`config.mk`:
```
export PLATFORM = sky130hd
export DESIGN_NAME = pid_cfg_spi_flat
export DESIGN_NICKNAME = d
export VERILOG_FILES = /design/src/rtl/pid_cfg_spi_if.sv /design/src/rtl/pid_cfg_spi.sv /design/src/flat_wrapper.sv
export SDC_FILE = /design/constraint.sdc
export NUM_CORES = 1
export LEC_CHECK = 0
export BUFFER_PORTS_ARGS = -buffer_cell sky130_fd_sc_hd__buf_2
export CORE_ASPECT_RATIO = 1.4
export CORE_UTILIZATION = 40
export CTS_CLUSTER_DIAMETER = 150
export DETAILED_ROUTE_END_ITERATION = 8
export GPL_TIMING_DRIVEN = 0
export REMOVE_ABC_BUFFERS = 1
export SYNTH_ARGS = -nofsm -noshare
export SYNTH_HDL_FRONTEND = slang
export SYNTH_SLANG_ARGS = --single-unit
```
`constraint.sdc`:
```
create_clock -name clock -period 2.75 [get_ports clock]
set_clock_uncertainty 0.2 [all_clocks]
set_input_delay 0.1375 -clock clock [delete_from_list [all_inputs] [get_ports clock]]
set_output_delay 0.1375 -clock clock [all_outputs]
set_load 0.02 [all_outputs]
```
`src/rtl/pid_cfg_spi_if.sv`:
```
`timescale 1ns / 1ps
`default_nettype none
// ============================================================================
// Module   : pid_cfg_spi_if
// Brief    : SPI pins plus PID register-write bus for the gain config port.
//            master = host/consumer side, slave = pid_cfg_spi.
// Revision : 1.0 - initial release
// ============================================================================
interface pid_cfg_spi_if #(
   parameter int D_WIDTH = 18
);
   logic               sclk;
   logic               cs_n;
   logic               mosi;
   logic               miso;
   logic               write_enable;
   logic [D_WIDTH-1:0] reg_addr;
   logic [D_WIDTH-1:0] reg_data;
   logic               busy;
   logic [7:0]         err_count;

   modport master (
      output sclk, cs_n, mosi,
      input  miso, write_enable, reg_addr, reg_data, busy, err_count
   );

   modport slave (
      input  sclk, cs_n, mosi,
      output miso, write_enable, reg_addr, reg_data, busy, err_count
   );
endinterface
`default_nettype wire

```
`src/rtl/pid_cfg_spi.sv`:
```
`timescale 1ns / 1ps
`default_nettype none
// ============================================================================
// Module   : pid_cfg_spi
// Brief    : Oversampled SPI-slave (mode 0) that writes the PID gain registers
//            with a single-cycle active-low strobe and keeps shadow copies
//            of the gains for read-back over MISO.
// Revision : 1.0 - initial release
// ============================================================================
module pid_cfg_spi #(
   parameter int D_WIDTH     = 18,
   parameter int ADDR_BITS   = 7,
   parameter int NUM_REGS    = 4,
   parameter int SYNC_STAGES = 2
) (
   input  wire logic    clock,
   input  wire logic    reset,
   pid_cfg_spi_if.slave bus
);

   localparam int c_FRAME_BITS = 1 + ADDR_BITS + D_WIDTH;
   localparam int c_CNT_W      = $clog2(c_FRAME_BITS + 2);
   localparam int c_IDX_W      = (NUM_REGS > 1) ? $clog2(NUM_REGS) : 1;
   localparam int c_FL_W       = $clog2(SYNC_STAGES + 2);

   localparam logic [c_CNT_W-1:0]   c_CNT_FRAME  = c_CNT_W'(c_FRAME_BITS);
   localparam logic [c_CNT_W-1:0]   c_CNT_MAX    = c_CNT_W'(c_FRAME_BITS + 1);
   localparam logic [c_CNT_W-1:0]   c_CNT_HDR    = c_CNT_W'(1 + ADDR_BITS);
   localparam logic [c_CNT_W-1:0]   c_CNT_HDR_M1 = c_CNT_W'(ADDR_BITS);
   localparam logic [c_FL_W-1:0]    c_FLUSH      = c_FL_W'(SYNC_STAGES + 1);
   localparam logic [ADDR_BITS:0]   c_NUM_REGS   = (ADDR_BITS + 1)'(NUM_REGS);

   localparam logic [1:0] S_IDLE   = 2'd0;
   localparam logic [1:0] S_RECV   = 2'd1;
   localparam logic [1:0] S_COMMIT = 2'd2;

   logic [1:0]               r_state;
   logic [1:0]               w_next_state;

   logic [SYNC_STAGES-1:0]   r_sclk_sync;
   logic [SYNC_STAGES-1:0]   r_cs_sync;
   logic [SYNC_STAGES-1:0]   r_mosi_sync;
   logic                     r_sclk_d;
   logic                     r_cs_d;
   logic                     w_sclk_s;
   logic                     w_cs_s;
   logic                     w_mosi_s;
   logic                     w_sclk_rise;
   logic                     w_sclk_fall;
   logic                     w_cs_rise;
   logic                     w_cs_fall;

   logic [c_FL_W-1:0]        r_flush_cnt;
   logic                     r_armed;
   logic                     r_pend;

   logic [c_CNT_W-1:0]       r_bit_cnt;
   logic [c_FRAME_BITS-1:0]  r_rx;
   logic [c_FRAME_BITS-1:0]  w_rx_next;
   logic [D_WIDTH-1:0]       r_tx;
   logic [D_WIDTH-1:0]       r_shadow [NUM_REGS];

   logic [ADDR_BITS:0]       w_hdr;
   logic                     w_hdr_ok;
   logic                     w_rw;
   logic [ADDR_BITS-1:0]     w_addr;
   logic [D_WIDTH-1:0]       w_data;
   logic                     w_addr_ok;

   logic                     w_start;
   logic                     w_commit_wr;
   logic                     w_commit_err;
   logic                     w_busy;
   logic                     w_miso;

   logic                     r_we_n;
   logic [D_WIDTH-1:0]       r_reg_addr;
   logic [D_WIDTH-1:0]       r_reg_data;
   logic [7:0]               r_err_count;

   assign w_sclk_s    = r_sclk_sync[SYNC_STAGES-1];
   assign w_cs_s      = r_cs_sync[SYNC_STAGES-1];
   assign w_mosi_s    = r_mosi_sync[SYNC_STAGES-1];
   assign w_sclk_rise = w_sclk_s & ~r_sclk_d;
   assign w_sclk_fall = ~w_sclk_s & r_sclk_d;
   assign w_cs_rise   = w_cs_s & ~r_cs_d;
   assign w_cs_fall   = ~w_cs_s & r_cs_d;

   // Header as it will stand once the current sclk rise is shifted in.
   assign w_rx_next = {r_rx[c_FRAME_BITS-2:0], w_mosi_s};
   assign w_hdr     = {r_rx[ADDR_BITS-1:0], w_mosi_s};
   assign w_hdr_ok  = ({1'b0, w_hdr[ADDR_BITS-1:0]} < c_NUM_REGS);

   assign w_rw      = r_rx[c_FRAME_BITS-1];
   assign w_addr    = r_rx[c_FRAME_BITS-2 -: ADDR_BITS];
   assign w_data    = r_rx[D_WIDTH-1:0];
   assign w_addr_ok = ({1'b0, w_addr} < c_NUM_REGS);

   assign w_start = (r_state == S_IDLE) && (w_next_state == S_RECV);

   // Oversample the SPI pins and keep one delayed copy for edge detection.
   always_ff @(posedge clock or negedge reset) begin
      if (!reset) begin
         r_sclk_sync <= '0;
         r_cs_sync   <= '1;
         r_mosi_sync <= '0;
         r_sclk_d    <= 1'b0;
         r_cs_d      <= 1'b1;
      end else begin
         r_sclk_sync <= {r_sclk_sync[SYNC_STAGES-2:0], bus.sclk};
         r_cs_sync   <= {r_cs_sync[SYNC_STAGES-2:0], bus.cs_n};
         r_mosi_sync <= {r_mosi_sync[SYNC_STAGES-2:0], bus.mosi};
         r_sclk_d    <= w_sclk_s;
         r_cs_d      <= w_cs_s;
      end
   end

   // Arm frame start only after the synchronizer has flushed its reset value
   // and cs_n has been seen high, so a frame already running at reset
   // release is ignored; also remember a cs_n fall that lands in COMMIT.
   always_ff @(posedge clock or negedge reset) begin
      if (!reset) begin
         r_flush_cnt <= '0;
         r_armed     <= 1'b0;
         r_pend      <= 1'b0;
      end else begin
         if (r_flush_cnt != c_FLUSH) begin
            r_flush_cnt <= r_flush_cnt + 1'b1;
         end else if (w_cs_s) begin
            r_armed <= 1'b1;
         end
         if (r_state == S_COMMIT && w_cs_fall) begin
            r_pend <= 1'b1;
         end else if (r_state == S_IDLE) begin
            r_pend <= 1'b0;
         end
      end
   end

   // FSM state register.
   always_ff @(posedge clock or negedge reset) begin
      if (!reset) begin
         r_state <= S_IDLE;
      end else begin
         r_state <= w_next_state;
      end
   end

   // FSM next-state logic.
   always_comb begin
      w_next_state = r_state;
      case (r_state)
         S_IDLE:   if ((w_cs_fall && r_armed) || r_pend) w_next_state = S_RECV;
         S_RECV:   if (w_cs_rise) w_next_state = S_COMMIT;
         S_COMMIT: w_next_state = S_IDLE;
         default:  w_next_state = S_IDLE;
      endcase
   end

   // FSM outputs: frame verdict in COMMIT, busy flag and MISO gating.
   always_comb begin
      w_commit_wr  = 1'b0;
      w_commit_err = 1'b0;
      w_busy       = 1'b0;
      w_miso       = 1'b0;
      case (r_state)
         S_RECV: begin
            w_busy = 1'b1;
            if (r_bit_cnt >= c_CNT_HDR) w_miso = r_tx[D_WIDTH-1];
         end
         S_COMMIT: begin
            w_busy = 1'b1;
            if (r_bit_cnt == c_CNT_FRAME && w_addr_ok) begin
               w_commit_wr = ~w_rw;
            end else begin
               w_commit_err = 1'b1;
            end
         end
         default: ;
      endcase
   end

   // Receive shifter, bit counter and read-back transmit shifter.
   // The first data-phase sclk fall only exposes the freshly loaded MSB;
   // later falls advance to the next bit so the host samples all D_WIDTH.
   always_ff @(posedge clock or negedge reset) begin
      if (!reset) begin
         r_bit_cnt <= '0;
         r_rx      <= '0;
         r_tx      <= '0;
      end else if (w_start) begin
         r_bit_cnt <= '0;
         r_rx      <= '0;
         r_tx      <= '0;
      end else if (r_state == S_RECV) begin
         if (w_sclk_rise) begin
            r_rx <= w_rx_next;
            if (r_bit_cnt != c_CNT_MAX) r_bit_cnt <= r_bit_cnt + 1'b1;
            if (r_bit_cnt == c_CNT_HDR_M1 && w_hdr[ADDR_BITS]) begin
               r_tx <= w_hdr_ok ? r_shadow[w_hdr[c_IDX_W-1:0]] : '0;
            end
         end else if (w_sclk_fall && r_bit_cnt > c_CNT_HDR) begin
            r_tx <= {r_tx[D_WIDTH-2:0], 1'b0};
         end
      end
   end

   // Register-write strobe, held address/data, shadows and error counter.
   always_ff @(posedge clock or negedge reset) begin
      if (!reset) begin
         r_we_n      <= 1'b1;
         r_reg_addr  <= '0;
         r_reg_data  <= '0;
         r_err_count <= '0;
         for (int i = 0; i < NUM_REGS; i++) r_shadow[i] <= '0;
      end else begin
         r_we_n <= ~w_commit_wr;
         if (w_commit_wr) begin
            r_reg_addr                 <= {{(D_WIDTH-ADDR_BITS){1'b0}}, w_addr};
            r_reg_data                 <= w_data;
            r_shadow[w_addr[c_IDX_W-1:0]] <= w_data;
         end
         if (w_commit_err && r_err_count != 8'hFF) begin
            r_err_count <= r_err_count + 8'd1;
         end
      end
   end

   assign bus.miso         = w_miso;
   assign bus.write_enable = r_we_n;
   assign bus.reg_addr     = r_reg_addr;
   assign bus.reg_data     = r_reg_data;
   assign bus.busy         = w_busy;
   assign bus.err_count    = r_err_count;

endmodule
`default_nettype wire
```
`src/flat_wrapper.sv`:
```
// flat-port wrapper written by rule: the top's interface ports become plain ports
module pid_cfg_spi_flat 
#(
   parameter int D_WIDTH     = 18,
   parameter int ADDR_BITS   = 7,
   parameter int NUM_REGS    = 4,
   parameter int SYNC_STAGES = 2
)
  (clock, reset, bus_sclk, bus_cs_n, bus_mosi, bus_miso, bus_write_enable, bus_reg_addr, bus_reg_data, bus_busy, bus_err_count);
  pid_cfg_spi_if #(.D_WIDTH(D_WIDTH)) bus_i ();
  input  wire logic clock;
  input  wire logic reset;
  input wire logic [$bits(bus_i.sclk)-1:0] bus_sclk;
  input wire logic [$bits(bus_i.cs_n)-1:0] bus_cs_n;
  input wire logic [$bits(bus_i.mosi)-1:0] bus_mosi;
  output wire logic [$bits(bus_i.miso)-1:0] bus_miso;
  output wire logic [$bits(bus_i.write_enable)-1:0] bus_write_enable;
  output wire logic [$bits(bus_i.reg_addr)-1:0] bus_reg_addr;
  output wire logic [$bits(bus_i.reg_data)-1:0] bus_reg_data;
  output wire logic [$bits(bus_i.busy)-1:0] bus_busy;
  output wire logic [$bits(bus_i.err_count)-1:0] bus_err_count;
  assign bus_i.sclk = bus_sclk;
  assign bus_i.cs_n = bus_cs_n;
  assign bus_i.mosi = bus_mosi;
  assign bus_miso = bus_i.miso;
  assign bus_write_enable = bus_i.write_enable;
  assign bus_reg_addr = bus_i.reg_addr;
  assign bus_reg_data = bus_i.reg_data;
  assign bus_busy = bus_i.busy;
  assign bus_err_count = bus_i.err_count;
  pid_cfg_spi #(.D_WIDTH(D_WIDTH), .ADDR_BITS(ADDR_BITS), .NUM_REGS(NUM_REGS), .SYNC_STAGES(SYNC_STAGES)) u_core (.clock(clock), .reset(reset), .bus(bus_i));
endmodule
```
==> results.toml <==
[cells_and_area]
fin_util_pct = 49.0
diodes = 0
fill_cells = 1611
layout.nets = 641
drive_above_1_share_pct = 36.8
finalInstanceArea_um2 = 9070
syn_to_final_growth_pct = 20.6
fin_cells = 885

[yosys]
synth_top_cell_by_area = "dfrtp_1"
yosysUniqueCellTypes = 49
yosysMostFrequentCell = "dfrtp_1"
ys_warn_count = 0
synth_flop_cell = "dfrtp_1"
synth_top_area_share_pct = 54.9
synthArstFlopShare_pct = 100
synth_cells = 581
ys_seq_elements = 169
syn_area_per_cell_um2 = 12.9
netlist_top_cells_count = "dfrtp_1 (165), mux2_2 (85), nand2_1 (57)"
synth_edf_count = 0
synth.area.top_cells = "dfrtp_1 (55%), mux2_2 (13%), mux4_2 (5.4%), nand2_1 (2.8%), mux2_4 (2.0%)"
ys_seq_area_share_pct = 56.3
synth_area_um2 = 7520

[sta]
timing.slew.headroom_pct = 21.9
whs_ns = 0.146
setup_violations = 2
rsz0062_at_grt = "true"
worstMarginPinSlew_ns = 1.17
hold_viol = 0
fin_ws_ns = -0.0110
max_freq_mhz = 362
period_share_pct = 100
period_needed_ns = 2.76
final-max-slew-violation-count = 0

[grt]
grt-ovfl-total = 0
grt_pass1_wl_mm = 27.5
antenna_found_initial = 0
grt_pass1_vias = 5108
grt_max_degree = 128
gr-usage-all-layers_pct = 18.6

[setup_path]
worstPathMaxFanout = 5
cpMaxStageDelayCell = "or4b_4"
end_kind = "register"
cp_num_buf_inv = 2
crit_arrival_ns = 2.87
cp_top_family = "simple AND/OR/NAND/NOR gates"
slowest_delay_ns = 0.58
crit_required_ns = 2.86
crit_chain = "or4_4, or4b_4, nor3b_4, buf_6, clkbuf_16, mux2_2"
path_class = "reg2reg"
cp-start-kind = "register"

[cts]
clk_latency_ns = 0.43
clock-sinks = 169
clock_path_buffers = 2
cts.htree.levels = 4
clkTransAtPathRegs_ns = 0.07
clock-root-buffer = "clkbuf_16"
cts_buffers = 17
tritoncts = "yes"

[power]
total_power_mw = 6.11
p_leak_nw = 4.12
power_density_nw_per_um2 = 673
irDropWorstVdd_mv = 0.445

[routing]
wl_mm = 18.1
ant_nets = 0
drt_iter0_markers = 413
drcViolationCount = 0
viasPerCell = 5.57
dr.pass1.iters = 4
vias = 4926
wl_per_cell_um = 20.4

[floorplan]
core_um2 = 18500
die_h_um = 164
ios = 52
rows = 59
die-area_um2 = 19400
start_util_pct = 40.6
die_x_um = 118

[run_status]
violations = "negative setup slack"
status = "finished with violations"

[hold_path]
hold_class = "in2reg"

[placed_design]
dp_hpwl_mm = 9.76
dp.cells = 830
place_area_um2 = 7960
port-buffer-count = 40
gp_congestion = 0.743

[job]
cap_viol_max_count = 0
==> timing repair <==
action / in CTS / in global routing
gates resized for setup: 12 / 42
setup endpoints to repair: 121 / 118
pin swaps: 7 / 5
hold buffers: 6 / 0
setup buffers: 9 / 3
endpoints found under the hold margin: 169 / 0
gates cloned: 1 / 5
==> worst paths after layout <==
| kind | from | endpoint | slack, ns | depth (start not counted) |
|---|---|---|---|---|
| min in group asynchronous | reset | u_core.bus.err_count[3] | 0.51 | 3 |
| max reg2reg | u_core.r_rx[22] | u_core.r_shadow[48] | -0.01 | 6 |
| max in group asynchronous | reset | u_core.r_mosi_sync[1] | 0.82 | 4 |
| max | u_core.r_rx[22] | u_core.r_shadow[48] | -0.01 | 6 |
| min reg2reg | u_core.r_mosi_sync[0] | u_core.r_mosi_sync[1] | 0.15 | 0 |
| min | bus_mosi | u_core.r_mosi_sync[0] | 0.15 | 2 |
==> logic make-up (layout without fill, tap and decap cells) <==
logic type	count (synthesis)	after routing	synth area share (%)
AOI/OAI and AO/OA	88	88	8.00
xor gates and xnor gates	11	11	1.28
adders and majority gates	8	8	1.33
buffers and inverters	60	108	4.12
DFF	169	169	56.3
muxes	114	114	20.2
other	1	11	0.0498
and+or+nand+nor	130	132	8.70
==> metal layers <==
layer,part of all wire [%],vias up,wire length (um),global-route usage (%)
li1,-,2191,-,-
met3,3.7,45,675,4.03
met5,0,-,0,0
met1,40,2540,7300,22.0
met4,3.4,0,614,7.93
met2,52,150,9480,32.7
==> cells in the final DEF (no fill, tap or decap), drive strengths merged, types with 4 or more instances in the layout <==
cell         instances
buf                 60
xor2                 9
clkinv               7
a32oi               17
ha                   8
mux4                18
dfrtp              165
nor3                26
dlygate4sd3          5
nand2               57
a21oi               26
a211oi              17
nand2b               4
nand4                7
dfstp                4
and2                 5
o22ai               17
mux2                95
conb                11
clkbuf              23
nand3                6
inv                 12
nor2                13
==> through the flow <==
stage / worst slack [ns] / TNS, ns
after floorplan: -1.02 / -35.50
after global routing: -0.0754 / -1.17
after CTS: -0.0490 / -0.0507
after global placement: -2.76 / -348.64
after detailed placement: -1.04 / -63.99
final: -0.0110 / -0.0189
==> where the power goes <==
part           switching (mW)  total, mW  internal [mW]
clock network            1.06       2.38           1.32
logic                   0.696       1.03          0.330
registers               0.144       2.69           2.55
==> state kept, by name, indices dropped and copies added, names as in the netlist, 2 cells and up <==
signal / count
u_core.bus.err_count: 8
u_core.r_mosi_sync: 2
u_core.r_shadow: 72
u_core.bus.reg_addr: 7
u_core.r_flush_cnt: 2
u_core.r_bit_cnt: 5
u_core.bus.reg_data: 18
u_core.r_sclk_sync: 2
u_core.r_rx: 26
u_core.r_tx: 18
u_core.r_state: 2
u_core.r_cs_sync: 2
==> cell type report <==
| cell class | count | area, um^2 | area share (%) |
|---|---|---|---|
| clock buffers | 19 | 453 | 4.99 |
| clock inverters | 13 | 135 | 1.49 |
| inverters | 7 | 26.3 | 0.290 |
| multi-input cells | 364 | 3300 | 36.4 |
| flip-flops and latches | 169 | 4240 | 46.7 |
| well taps | 244 | 305 | 3.37 |
| repair buffers | 69 | 616 | 6.79 |
(Power assumes the default switching activity.)
